$ cat src/rtl/uart_tx_async.sv
// UART transmitter: start, 7/8 data bits LSB-first, optional parity, one stop bit.
// Bits are timed by a 16x baud enable. Bytes come from a holding register or an external FWFT FIFO.
module uart_tx_async #(
    parameter int TX_FIFO = 0
) (
    input  logic       clk,
    input  logic       reset_n,
    input  logic       baud_clock,
    input  logic       bit8,
    input  logic       parity_en,
    input  logic       odd_n_even,
    input  logic [7:0] tx_hold_reg,
    input  logic       write_tx,
    input  logic       fifo_empty,
    output logic       fifo_read_en,
    output logic       txrdy,
    output logic       tx_busy,
    output logic       tx
);

    typedef enum logic [2:0] {
        IDLE   = 3'd0,
        START  = 3'd1,
        DATA   = 3'd2,
        PARITY = 3'd3,
        STOP   = 3'd4
    } state_t;

    state_t     state, state_next;
    logic [7:0] hold_data;
    logic       hold_full;
    logic [7:0] shift_reg;
    logic [3:0] tick_cnt;
    logic [2:0] bit_idx;
    logic       cfg_bit8, cfg_parity, cfg_odd;
    logic       tx_reg, tx_next;
    logic       load, bit_end, last_data, write_ok, parity_bit;

    function automatic logic calc_parity(input logic [7:0] d, input logic b8, input logic odd);
        return (^(d & {b8, 7'h7f})) ^ odd;
    endfunction

    assign load = (state == IDLE) && ((TX_FIFO != 0) ? !fifo_empty : hold_full);
    // A write is also accepted on the cycle the held byte moves out to the shift register.
    assign write_ok     = (TX_FIFO == 0) && write_tx && (!hold_full || load);
    assign bit_end      = baud_clock && (tick_cnt == 4'd15);
    assign last_data    = (bit_idx == (cfg_bit8 ? 3'd7 : 3'd6));
    assign parity_bit   = calc_parity(shift_reg, cfg_bit8, cfg_odd);

    assign fifo_read_en = (TX_FIFO != 0) && load;
    assign txrdy        = (TX_FIFO != 0) ? 1'b1 : !hold_full;
    assign tx_busy      = (state != IDLE);
    assign tx           = tx_reg;

    always_comb begin
        state_next = state;
        tx_next    = tx_reg;
        case (state)
            IDLE: begin
                if (load) begin
                    state_next = START;
                    tx_next    = 1'b0;
                end
            end
            START: begin
                if (bit_end) begin
                    state_next = DATA;
                    tx_next    = shift_reg[0];
                end
            end
            DATA: begin
                if (bit_end) begin
                    if (!last_data) begin
                        tx_next = shift_reg[bit_idx + 3'd1];
                    end else if (cfg_parity) begin
                        state_next = PARITY;
                        tx_next    = parity_bit;
                    end else begin
                        state_next = STOP;
                        tx_next    = 1'b1;
                    end
                end
            end
            PARITY: begin
                if (bit_end) begin
                    state_next = STOP;
                    tx_next    = 1'b1;
                end
            end
            STOP: begin
                if (bit_end) begin
                    state_next = IDLE;
                    tx_next    = 1'b1;
                end
            end
            default: begin
                state_next = IDLE;
                tx_next    = 1'b1;
            end
        endcase
    end

    always_ff @(posedge clk or negedge reset_n) begin
        if (!reset_n) begin
            state      <= IDLE;
            tx_reg     <= 1'b1;
            tick_cnt   <= 4'd0;
            bit_idx    <= 3'd0;
            shift_reg  <= 8'd0;
            cfg_bit8   <= 1'b0;
            cfg_parity <= 1'b0;
            cfg_odd    <= 1'b0;
        end else begin
            state  <= state_next;
            tx_reg <= tx_next;
            if (load) begin
                tick_cnt   <= 4'd0;
                bit_idx    <= 3'd0;
                shift_reg  <= (TX_FIFO != 0) ? tx_hold_reg : hold_data;
                cfg_bit8   <= bit8;
                cfg_parity <= parity_en;
                cfg_odd    <= odd_n_even;
            end else if (baud_clock) begin
                tick_cnt <= tick_cnt + 4'd1;
            end
            if ((state == DATA) && bit_end) begin
                bit_idx <= bit_idx + 3'd1;
            end
        end
    end

    always_ff @(posedge clk or negedge reset_n) begin
        if (!reset_n) begin
            hold_data <= 8'd0;
            hold_full <= 1'b0;
        end else if (write_ok) begin
            hold_data <= tx_hold_reg;
            hold_full <= 1'b1;
        end else if (load) begin
            hold_full <= 1'b0;
        end
    end

endmodule

$ cat config.mk
export PLATFORM = sky130hd
export DESIGN_NAME = uart_tx_async
export DESIGN_NICKNAME = d
export VERILOG_FILES = /design/src/rtl/uart_tx_async.sv
export SDC_FILE = /design/constraint.sdc
export NUM_CORES = 1
export LEC_CHECK = 0
export CAP_MARGIN = 20
export CORE_MARGIN = 2
export CORE_UTILIZATION = 45
export CTS_CLUSTER_SIZE = 30
export DETAILED_ROUTE_END_ITERATION = 10
export HOLD_SLACK_MARGIN = 0.08
export PLACE_DENSITY_LB_ADDON = 0.12
export SLEW_MARGIN = 20
export SYNTH_ARGS = -nofsm -noshare
export SYNTH_HDL_FRONTEND = slang
export SYNTH_SLANG_ARGS = --single-unit
$ cat constraint.sdc
create_clock -name clk -period 1.9 [get_ports clk]
set_input_delay 0.19 -clock clk [delete_from_list [all_inputs] [get_ports clk]]
set_output_delay 0.19 -clock clk [all_outputs]
set_load 0.005 [all_outputs]
==> flow_metrics.py <==
metrics = {
    "timing": {
        "hold_ws_ns": 0.2307,
        "max_freq_ghz": 0.5491,
        "setup_viol": 0,
        "min_period_ns": 1.821,
        "min_period_over_period_pct": 95.85,
        "hold_viol": 0,
        "drv_slew": 0,
        "skew_ns": 0.01576,
        "setup_tns_ns": 0,
        "rsz0062_at_grt": "false",
        "setup_slack_ns": 0.07894,
    },
    "floorplanning": {
        "num_rows": 21,
        "boundaryPins": 20,
        "start_util_pct": 46.94,
        "die_w_um": 63,
        "die_area_um2": 3969,
        "coreArea_um2": 3337,
        "die_h_um": 63,
    },
    "job": {
        "maxCapViolCount": 0,
    },
    "placed_design": {
        "port_buffers": 17,
        "place_congestion": 0.7790,
        "dpl_cell_area_um2": 1822,
        "post-place-ws_ns": 0.09230,
        "post-place-cells": 192,
        "dp_hpwl_um": 2068,
    },
    "routing": {
        "drt_pre_antenna_iters": 4,
        "top_layer": "met4",
        "drt-initial-drc-count": 61,
        "viasPerCell": 5.090,
        "vias": 1018,
        "route.met3.wl_um": 139,
        "final_antenna_net_count": 0,
        "routedWlPerCell_um": 13.98,
        "routed_wl_um": 2796,
        "wl_met1_um": 1242,
        "wl_met2_um": 1370,
        "drc": 0,
    },
    "critical_path": {
        "critPathKind": "flip-flop to output port",
        "worst_setup_path_start_kind": "flip-flop",
        "worst_setup_path_end_kind": "output port",
        "worst_ep_arrival_time_ns": 1.63,
        "r2r-start": "bit_idx[1]$_DFFE_PN0P_",
        "critPathMaxFanout": 3,
        "worst-r2r-setup-slack_ns": 0.11,
        "cp.required_ns": 1.71,
        "reg2reg_depth": 5,
        "r2r_end": "tx$_DFFE_PN1P_",
    },
    "yosys": {
        "ys.warnings.count": 0,
        "yosys_most_used_dff": "dfrtp_1",
        "netlist_top_cells_area": "dfrtp_1 (48%), mux2_1 (7.2%), mux2_2 (6.5%)",
        "avgSynthCellArea_um2": 12.53,
        "yosysTopAreaCell": "dfrtp_1",
        "ys_ff_latch": 31,
        "synth.distinct_cells": 44,
        "syn_inst": 125,
        "yosysTopAreaCellShare_pct": 47.92,
        "synth_edf_count": 0,
        "synth_fp_nets": 143,
        "ys_seq_area_share_pct": 49.60,
        "synth_area_um2": 1567,
        "postSynth.asyncResetShare_pct": 100.0,
    },
    "finish": {
        "area_delta_synth_final_pct": 21.49,
        "drive_gt1_share_pct": 22.73,
        "layout_common_cells": "dfrtp_1 (30), clkdlybuf4s50_1 (17), mux2_1 (10)",
        "fillCellCount": 308,
        "design_area_um2": 1903,
        "instances_no_fill": 200,
        "final_common_cell": "dfrtp_1",
        "antennaDiodeCount": 0,
        "final_core_util_pct": 57.03,
        "fin_nets": 171,
    },
    "power_and_ir_drop": {
        "max-vdd-ir-drop_mv": 0.6858,
        "clkPwrFrac_pct": 18.6,
        "power_mw": 2.376,
        "power.share.combinational_pct": 35.0,
        "leakage_nw": 0.8657,
        "p_switching_mw": 0.7568,
        "p_per_area_nw_per_um2": 1249,
        "internal-power_mw": 1.619,
        "switching_share_pct": 31.85,
        "pwr-share-seq_pct": 46.4,
    },
    "cts": {
        "clk_pin_slew_ns": 0.10,
        "clk_latency_ns": 0.34,
        "cts_buffers": 5,
        "cts.path.max_buffers": 2,
        "cts_htree_levels": 2,
        "cts_tree": "done",
        "cts_root_buf": "clkbuf_4",
        "clock_sinks": 31,
    },
    "grt": {
        "grt_max_degree": 32,
        "grt_pass1_vias": 1120,
        "gr-total-overflow": 0,
        "grt_pass1_wl_um": 5119,
        "antenna_found_initial": 0,
        "grt.total_usage_pct": 16.85,
    },
    "worst_hold_path": {
        "hp-class": "input port to async pin",
    },
    "outcome": {
        "status": "finished, final reports clean",
    },
}
kinds of logic (layout without fill, tap and decap cells):
family                     count (synthesis)  count (layout)  synth area share (%)
muxes                                     23              23                 17.81
DFF                                       31              31                 49.60
and+or+nand+nor                           31              31                 12.46
AOI/OAI and AO/OA                         18              18                 7.988
other                                      1               1                0.2394
buffers and inverters                      8              37                 3.274
xor gates and xnor gates                  11              11                 7.029
adders and majority gates                  2               2                 1.597
critical path: stages (launching register included):
cell	delay, ns
dfrtp_1	0.40
or3_4	0.44
clkdlybuf4s50_1	0.46
final cells by class:
cell class | count | area [um^2] | area share [%]
multi-input combinational | 86 | 750.7 | 39.45
sequential | 31 | 777.0 | 40.83
inverter | 3 | 11.26 | 0.5917
timing repair buffer | 26 | 237.7 | 12.49
clock buffer | 8 | 68.82 | 3.616
tap | 46 | 57.56 | 3.024
power by group through the flow:
stage               sequential, mW  combinational (mW)  clock (mW)
detailed placement            1.12               0.839           0
global route                  1.14               0.944       0.488
global placement              1.10               0.808           0
finish                        1.10               0.832       0.441
floorplan                     1.06               0.659           0
CTS                           1.11               0.846       0.455
cells in the mapped netlist, types with 2 or more instances:
| cell | instances |
|---|---|
| a21o_1 | 2 |
| a21oi_1 | 4 |
| buf_6 | 2 |
| dfrtp_1 | 30 |
| ha_1 | 2 |
| inv_1 | 3 |
| mux2_1 | 10 |
| mux2_2 | 9 |
| mux2i_1 | 2 |
| mux4_2 | 2 |
| nand2_1 | 7 |
| nand3_1 | 2 |
| nand4_1 | 3 |
| nor2_1 | 6 |
| nor3b_1 | 2 |
| o21ai_0 | 3 |
| xnor2_1 | 7 |
| xor2_1 | 3 |
worst max-delay path by stage:
stage / to / from / cells after the start / slack [ns]
after global placement: tx$_DFFE_PN1P_ / bit_idx[0]$_DFFE_PN0P_ / 5 / 0.14
after CTS: tx_busy / state[2]$_DFFE_PN0P_ / 2 / 0.06
after detailed placement: tx$_DFFE_PN1P_ / bit_idx[1]$_DFFE_PN0P_ / 5 / 0.09
final: tx_busy / state[2]$_DFFE_PN0P_ / 2 / 0.08
after floorplan: tx$_DFFE_PN1P_ / bit_idx[0]$_DFFE_PN0P_ / 5 / 0.06
after global routing: tx_busy / state[2]$_DFFE_PN0P_ / 2 / 0.02
routing by layer:
layer | vias up | track usage [%]
met5 | - | 0
met4 | 0 | 7.778
met1 | 484 | 19.20
li1 | 503 | -
met3 | 6 | 5.946
met2 | 25 | 28.19
repair_timing:
action | CTS | global route
endpoints found under the setup margin | 0 | 1
hold buffers | 0 | 0
setup buffers | 0 | 0
gates resized for setup | 0 | 1
Power figures use the tool's default switching activity.
